`src/rtl/pipeline_hazard_controller_if.sv`:
```
// Decode/status inputs and front-end control outputs shared between the ID/EX
// stages and the hazard controller.
interface pipeline_hazard_controller_if;
  logic [4:0] id_rs;
  logic [4:0] id_rt;
  logic       id_uses_rt;
  logic       ex_mem_read;
  logic [4:0] ex_rt;
  logic       ex_branch_taken;
  logic       ex_muldiv_start;
  logic       muldiv_done;
  logic       pc_write;
  logic       if_id_write;
  logic       if_id_flush;
  logic       id_ex_bubble;

  // Pipeline side: supplies decode/status, consumes the stall/flush controls.
  modport master (
    output id_rs, id_rt, id_uses_rt, ex_mem_read, ex_rt,
           ex_branch_taken, ex_muldiv_start, muldiv_done,
    input  pc_write, if_id_write, if_id_flush, id_ex_bubble
  );

  modport slave (
    input  id_rs, id_rt, id_uses_rt, ex_mem_read, ex_rt,
           ex_branch_taken, ex_muldiv_start, muldiv_done,
    output pc_write, if_id_write, if_id_flush, id_ex_bubble
  );
endinterface

```
`src/rtl/pipeline_hazard_controller.sv`:
```
// Stall/flush sequencer for the 5-stage pipeline: load-use bubbles, taken-branch
// flushes and front-end hold while the multi-cycle mul/div unit is busy.
module pipeline_hazard_controller #(
  parameter int FLUSH_CYCLES = 1,
  parameter int MD_TIMEOUT   = 64,
  parameter int STALL_CNT_W  = 16
) (
  input  logic                   clk,
  input  logic                   rst,
  pipeline_hazard_controller_if.slave hz,
  output logic [1:0]             state,
  output logic                   md_timeout,
  output logic [STALL_CNT_W-1:0] stall_cycles
);

  typedef enum logic [1:0] {
    ST_RUN     = 2'd0,
    ST_FLUSH   = 2'd1,
    ST_MD_WAIT = 2'd2
  } state_t;

  localparam logic [2:0] FLUSH_INIT = 3'(FLUSH_CYCLES - 1);
  localparam logic [7:0] MD_LIMIT   = 8'(MD_TIMEOUT);

  state_t     state_q, state_d;
  logic [2:0] flush_cnt, flush_d;
  logic [7:0] wait_cnt, wait_d;
  logic       tmo_set;
  logic       load_use;

  assign state = state_q;

  assign load_use = hz.ex_mem_read && (hz.ex_rt != 5'd0) &&
                    ((hz.ex_rt == hz.id_rs) || (hz.id_uses_rt && (hz.ex_rt == hz.id_rt)));

  always_comb begin
    hz.pc_write     = 1'b1;
    hz.if_id_write  = 1'b1;
    hz.if_id_flush  = 1'b0;
    hz.id_ex_bubble = 1'b0;
    state_d         = ST_RUN;
    flush_d         = flush_cnt;
    wait_d          = wait_cnt;
    tmo_set         = 1'b0;

    case (state_q)
      ST_FLUSH: begin
        hz.if_id_flush  = 1'b1;
        hz.id_ex_bubble = 1'b1;
        flush_d         = flush_cnt - 3'd1;
        state_d         = (flush_cnt <= 3'd1) ? ST_RUN : ST_FLUSH;
      end
      ST_MD_WAIT: begin
        // Completion releases the front end in the same cycle it arrives.
        if (!hz.muldiv_done) begin
          hz.pc_write     = 1'b0;
          hz.if_id_write  = 1'b0;
          hz.id_ex_bubble = 1'b1;
          wait_d          = wait_cnt + 8'd1;
          if (wait_d == MD_LIMIT) begin
            tmo_set = 1'b1;
          end else begin
            state_d = ST_MD_WAIT;
          end
        end
      end
      default: begin
        // RUN, and the unused encoding which recovers to RUN.
        if (hz.ex_branch_taken) begin
          hz.if_id_flush  = 1'b1;
          hz.id_ex_bubble = 1'b1;
          if (FLUSH_CYCLES > 1) begin
            state_d = ST_FLUSH;
            flush_d = FLUSH_INIT;
          end
        end else if (hz.ex_muldiv_start) begin
          hz.pc_write     = 1'b0;
          hz.if_id_write  = 1'b0;
          hz.id_ex_bubble = 1'b1;
          if (!hz.muldiv_done) begin
            state_d = ST_MD_WAIT;
            wait_d  = 8'd1;
          end
        end else if (load_use) begin
          hz.pc_write     = 1'b0;
          hz.if_id_write  = 1'b0;
          hz.id_ex_bubble = 1'b1;
        end
      end
    endcase

    if (rst) begin
      hz.pc_write     = 1'b0;
      hz.if_id_write  = 1'b0;
      hz.if_id_flush  = 1'b0;
      hz.id_ex_bubble = 1'b0;
    end
  end

  always_ff @(posedge clk) begin
    if (rst) begin
      state_q      <= ST_RUN;
      flush_cnt    <= 3'd0;
      wait_cnt     <= 8'd0;
      md_timeout   <= 1'b0;
      stall_cycles <= '0;
    end else begin
      state_q    <= state_d;
      flush_cnt  <= flush_d;
      wait_cnt   <= wait_d;
      md_timeout <= md_timeout | tmo_set;
      if (!hz.pc_write && (stall_cycles != '1)) begin
        stall_cycles <= stall_cycles + 1'b1;
      end
    end
  end

endmodule

```
`src/flat_wrapper.sv`:
```
// flat-port wrapper written by rule: the top's interface ports become plain ports
module pipeline_hazard_controller_flat 
#(
  parameter int FLUSH_CYCLES = 1,
  parameter int MD_TIMEOUT   = 64,
  parameter int STALL_CNT_W  = 16
)
  (clk, rst, state, md_timeout, stall_cycles, hz_id_rs, hz_id_rt, hz_id_uses_rt, hz_ex_mem_read, hz_ex_rt, hz_ex_branch_taken, hz_ex_muldiv_start, hz_muldiv_done, hz_pc_write, hz_if_id_write, hz_if_id_flush, hz_id_ex_bubble);
  pipeline_hazard_controller_if hz_i ();
  input  logic clk;
  input  logic rst;
  output logic [1:0] state;
  output logic md_timeout;
  output logic [STALL_CNT_W-1:0] stall_cycles;
  input wire logic [$bits(hz_i.id_rs)-1:0] hz_id_rs;
  input wire logic [$bits(hz_i.id_rt)-1:0] hz_id_rt;
  input wire logic [$bits(hz_i.id_uses_rt)-1:0] hz_id_uses_rt;
  input wire logic [$bits(hz_i.ex_mem_read)-1:0] hz_ex_mem_read;
  input wire logic [$bits(hz_i.ex_rt)-1:0] hz_ex_rt;
  input wire logic [$bits(hz_i.ex_branch_taken)-1:0] hz_ex_branch_taken;
  input wire logic [$bits(hz_i.ex_muldiv_start)-1:0] hz_ex_muldiv_start;
  input wire logic [$bits(hz_i.muldiv_done)-1:0] hz_muldiv_done;
  output wire logic [$bits(hz_i.pc_write)-1:0] hz_pc_write;
  output wire logic [$bits(hz_i.if_id_write)-1:0] hz_if_id_write;
  output wire logic [$bits(hz_i.if_id_flush)-1:0] hz_if_id_flush;
  output wire logic [$bits(hz_i.id_ex_bubble)-1:0] hz_id_ex_bubble;
  assign hz_i.id_rs = hz_id_rs;
  assign hz_i.id_rt = hz_id_rt;
  assign hz_i.id_uses_rt = hz_id_uses_rt;
  assign hz_i.ex_mem_read = hz_ex_mem_read;
  assign hz_i.ex_rt = hz_ex_rt;
  assign hz_i.ex_branch_taken = hz_ex_branch_taken;
  assign hz_i.ex_muldiv_start = hz_ex_muldiv_start;
  assign hz_i.muldiv_done = hz_muldiv_done;
  assign hz_pc_write = hz_i.pc_write;
  assign hz_if_id_write = hz_i.if_id_write;
  assign hz_if_id_flush = hz_i.if_id_flush;
  assign hz_id_ex_bubble = hz_i.id_ex_bubble;
  pipeline_hazard_controller #(.FLUSH_CYCLES(FLUSH_CYCLES), .MD_TIMEOUT(MD_TIMEOUT), .STALL_CNT_W(STALL_CNT_W)) u_core (.clk(clk), .rst(rst), .hz(hz_i), .state(state), .md_timeout(md_timeout), .stall_cycles(stall_cycles));
endmodule
```
`config.mk`:
```
export PLATFORM = sky130hd
export DESIGN_NAME = pipeline_hazard_controller_flat
export DESIGN_NICKNAME = d
export VERILOG_FILES = /design/src/rtl/pipeline_hazard_controller_if.sv /design/src/rtl/pipeline_hazard_controller.sv /design/src/flat_wrapper.sv
export SDC_FILE = /design/constraint.sdc
export NUM_CORES = 1
export LEC_CHECK = 0
export ABC_AREA = 1
export BUFFER_PORTS_ARGS = -buffer_cell sky130_fd_sc_hd__buf_2
export CORE_MARGIN = 2
export CORE_UTILIZATION = 35
export DETAILED_ROUTE_END_ITERATION = 12
export PLACE_DENSITY_LB_ADDON = 0.2
export SLEW_MARGIN = 5
export SYNTH_ARGS = -nofsm -noshare
export SYNTH_HDL_FRONTEND = slang
export SYNTH_SLANG_ARGS = --single-unit
```
`constraint.sdc`:
```
create_clock -name clk -period 2.1 [get_ports clk]
set_input_delay 0.315 -clock clk [delete_from_list [all_inputs] [get_ports clk]]
set_output_delay 0.315 -clock clk [all_outputs]
set_load 0.02 [all_outputs]
```
Word level (Yosys, flattened, before mapping)
Index checks and enable logic that the tools add are counted.

Add/subtract/negate cells: 3. $mul: 0. Div/mod/pow operators: 0. $lt $le $gt $ge: 1. Equal/unequal tests: 7. Shift-type cells: 0. Mux-type cells: 30. Bitwise operators: 3. Reductions and logical operators: 9.

Operators with widths (count): 8-bit 2-to-1 mux (4); 16-bit by 1-bit adder with 16-bit output, second input constant (1); 1-bit 2-to-1 mux (16); 16-bit inequality test, second input constant (1); 8-bit one-hot mux with 2 select lines (1); 5-bit == test (2); 2-bit 2-to-1 mux (5); 8-bit by 1-bit adder with 8-bit output, second input constant (1); 8-bit by 7-bit == test with 1-bit output, second input constant (1); 1-bit one-hot mux with 2 select lines (3); 5-bit nonzero test (1); 1-bit logical AND (4); 2-bit one-hot mux with 2 select lines (1); 4-bit AND reduction (1); 3-bit by 1-bit <= comparator with 1-bit output, second input constant (1); 3-bit by 1-bit subtractor with 3-bit output, second input constant (1); 2-bit by 1-bit == test with 1-bit output, second input constant (1); 2-bit == test, second input constant (1); 2-bit by 1-bit inequality test with 1-bit output, second input constant (1); 1-bit inverter (2); 2-bit nonzero test (1); 1-bit logical NOT (1); 1-bit logical OR (1); 1-bit bitwise OR (1).

Bits in registers: 30. Bits in latches: 0. Bits in writable memories: 0. Memory bits (read-only): 0. Bits of input ports: 22. Output and inout port bits: 23. Memories: 0.

Longest topological paths before layout
Depth in word-level cells: 11. Depth in mapped cells: 14.

Worst setup path before layout
Ideal clock, no wire load.

Path type: register to output. From: reg u_core.state_q[0], in the netlist u_core.state[0]. To: out hz_pc_write. Arrival: 1.820 ns. Data required time: 1.785 ns. Path slack: -0.035 ns. Cell stages (with the launch flop): 10. Cells stage by stage: dfxtp_1 > ha_1 > clkbuf_1 > nor2_1 > a21oi_1 > nand2_1 > buf_4 > buf_6 > inv_1 > buf_4.

Cells in the longest elaborated chain, start to end: 3.

RTL lines: start, declared (line pipeline_hazard_controller.sv:25) `state_t state_q, state_d;`; start signal, assigned (line pipeline_hazard_controller.sv:108) `state_q <= state_d;`; 2-bit == test or 2-bit by 1-bit == test with 1-bit output (tied branches); 1-bit one-hot mux with 2 select lines (*); 1-bit 2-to-1 mux (*); end, declared (line flat_wrapper.sv:23) `output wire logic [$bits(hz_i.pc_write)-1:0] hz_pc_write;`.

Every way passes the cells marked *; elsewhere a longest branch is shown, timed or not.

Worst setup path in the final report
From: reg u_core.state_q[0], in the netlist u_core.state[0]. To: out hz_pc_write.

Cells in the longest elaborated chain, start to end: 3.

RTL lines: 2-bit == test or 2-bit by 1-bit == test with 1-bit output (tied branches) (line pipeline_hazard_controller.sv:46) `case (state_q)`; 1-bit one-hot mux with 2 select lines (*) (line pipeline_hazard_controller.sv:46); 1-bit 2-to-1 mux (*) (line pipeline_hazard_controller.sv:92) `if (rst) begin`.

Marks and branches as above.

==> impl_metrics.toml <==
[drt]
route.met3.wl_um = 191
num_vias = 1914
met2WireLength_mm = 1.93
drt-pass1-iter-count = 4
wl_mm = 4.49
antenna_left = 0
drt-initial-drc-count = 75
top_layer_used = "met4"
met1Wirelength_mm = 2.30
drc_errors = 0
wl_per_cell_um = 10.9
drt-vias-per-instance = 4.65

[yosys]
synth_area_mm2 = 0.00193
synth_nets = 313
synth-seq-cells = 30
ys_warn_count = 0
synth.avg_cell_area_um2 = 6.74
yosys.cell_types.count = 32
synth_cells = 286
seq_area_frac_synth_pct = 31.1

[timing]
fmax_ghz = 0.507
worst_slew_pin_slew_ns = 0.581
finalClockSkew_ns = 0.00549
fin_crit_sh_pct = 93.9
maxSlewViolCount = 0
hold_violations = 0
setup_viol = 0
fin_crit_ns = 1.97
finalSetupTns_ns = 0
maxSlewHeadroom_pct = 61.1
rsz0062_at_grt = "false"

[grt]
antenna_found_initial = 0
grt_first_pass_wirelength_mm = 7.92
grt_max_degree = 26
grt_usage_pct = 15.7
grt_pass1_vias = 1796
grt_overflow = 0

[placed_design]
place_congestion = 0.773
placed_cell_area_mm2 = 0.00223
portBuffers = 44
hpwl_mm = 3.30

[run_status]
outcome = "complete, no violations"

[cells_and_area]
seqCellArea_um2 = 602
fill_cells = 602
stdcell_area_mm2 = 0.00239
drive_above_1_share_pct = 26.5
area_growth_syn_to_layout_pct = 23.9
nNetsFinal = 366
multiInputGateArea_mm2 = 0.00115
antennaDiodeCount = 0

[worst_setup_path]
worstSetupStartpoint = "u_core.state[0]"
rr_endpoint = "u_core.stall_cycles[15]"
cp_data_arrival_time_ns = 1.66
start_kind = "flop"
rr_worst_depth = 11
r2r-start = "u_core.stall_cycles[0]"
critical_path_class = "flop to output pin"
critPathCapture = "hz_pc_write"
end_kind = "output pin"
critical_path_required_ns = 1.78
cp_max_fo = 5
rrSetupSlack_ns = 0.23

[power]
p_total_w = 0.00124
power.leakage_nw = 1.08
p_per_area_mw_per_mm2 = 518
peakVddDrop_uv = 347

[clocking]
clockBufferDepth = 2
cts_hold_buf = 0
cts_root_buf = "clkbuf_8"
clk_latency_ns = 0.29
tritoncts = "done"
clk_pin_slew_ns = 0.07
cts_sinks = 30
cts_max_level = 2
numCtsBuffers = 5

[die]
ioPinCount = 45
fp.dieW_um = 78.2
start_util_pct = 35.7
die_h_um = 78.2
row_count = 27
design.core.area_mm2 = 0.00541
design.die.area_mm2 = 0.00612

[worst_hold_path]
hp-class = "input port to flop"

[run]
drv_cap = 0
[registers in the layout (all words and copies together) (netlist names)]
register,count
u_core.stall_cycles,16
u_core.wait_cnt,8
u_core.flush_cnt,3
u_core.state,2
u_core.md_timeout,1
[cell families after synthesis]
logic type / count (synthesis) / share of synthesized area (%)
xor+xnor: 19 / 8.63
buf+inv: 49 / 10.8
fa+ha+maj: 5 / 3.24
compound gates: 39 / 12.9
flops: 30 / 31.1
simple gates: 144 / 33.2
[synthesized netlist by cell type, drive strengths merged]
master / instances / share of area, %
nor4: 1 / 0.32
a211oi: 1 / 0.39
o21ai: 4 / 1.0
a32oi: 1 / 0.45
nand3: 29 / 8.4
xnor2: 8 / 3.6
o211ai: 1 / 0.39
a21oi: 29 / 9.5
o21a: 2 / 0.78
nand2: 76 / 15
o31ai: 1 / 0.39
dfxtp: 30 / 31
inv: 39 / 7.6
nor3: 7 / 1.8
nor2: 27 / 5.6
clkinv: 1 / 0.26
clkbuf: 4 / 0.78
nand3b: 1 / 0.39
ha: 5 / 3.2
xor2: 11 / 5.0
nand4: 3 / 1.3
buf: 5 / 2.2
[placed cells by master, fill, tap and decap left out, types with 2 or more instances in the layout]
master	n
o21a_1	2
nand3_1	27
xnor2_1	8
xor2_1	11
inv_1	36
buf_2	44
buf_4	11
nor2_2	3
o21ai_0	4
a21oi_2	10
ha_2	2
nand4_1	2
dfxtp_1	29
nor3_1	7
a21oi_1	19
ha_1	3
nor2_1	23
clkbuf_8	6
clkinv_2	2
nand2_1	73
inv_2	3
[timing repair]
action,CTS,global route
gates cloned,0,0
gates resized for setup,1,8
setup endpoints to repair,2,17
pin swaps,0,1
buffers inserted,0,5
[where the power goes]
group	total, W	internal [W]	switching (W)
Clock	0.000494	0.000263	0.000230
Combinational	0.000160	0.0000599	0.000100
Sequential	0.000583	0.000576	0.00000715
[per-layer routing]
metal	global-route usage, %	vias to the layer above
met5	0	-
met4	5.79	0
met3	3.33	5
met2	24.6	43
met1	21.4	841
li1	-	1025
[worst max-delay path, stage by stage (launching register included)]
cell and delay [ns]:
dfxtp_1 0.37, inv_1 0.07, ha_2 0.33, inv_1 0.07
nor2_2 0.12, nand2_1 0.10, nand2_4 0.11, inv_1 0.05
buf_2 0.15
[through the flow]
stage	hold WS, ns	setup WS, ns	cells	util [%]
6_report	0.328	0.129	412	44.2
2_1_floorplan	0.447	0.0261	286	-
3_5_place_dp	0.464	0.136	399	41.2
5_1_grt	0.335	0.00958	412	44.2
4_1_cts	0.314	0.0101	407	43.0
3_3_place_gp	0.460	0.213	399	41.2
[cell type report]
| cell class | instances | share of cell area [%] |
|---|---|---|
| multi-input cells | 207 | 48.0 |
| well taps | 72 | 3.77 |
| clock buffers | 6 | 3.46 |
| inverters | 40 | 6.34 |
| clock inverters | 2 | 0.524 |
| repair buffers | 55 | 12.7 |
| flip-flops and latches | 30 | 25.2 |
[how the worst min path moves through the flow]
| stage | from | to | slack (ns) | depth (start not counted) |
|---|---|---|---|---|
| 3_5_place_dp | u_core.md_timeout | u_core.md_timeout | 0.46 | 1 |
| 6_report | hz_ex_muldiv_start | u_core.state[1] | 0.33 | 3 |
| 4_1_cts | hz_ex_muldiv_start | u_core.state[1] | 0.31 | 3 |
| 3_3_place_gp | u_core.md_timeout | u_core.md_timeout | 0.46 | 1 |
| 5_1_grt | hz_ex_muldiv_start | u_core.state[1] | 0.33 | 3 |
| 2_1_floorplan | u_core.wait_cnt[0] | u_core.wait_cnt[0] | 0.45 | 1 |
(Power assumes the default switching activity.)
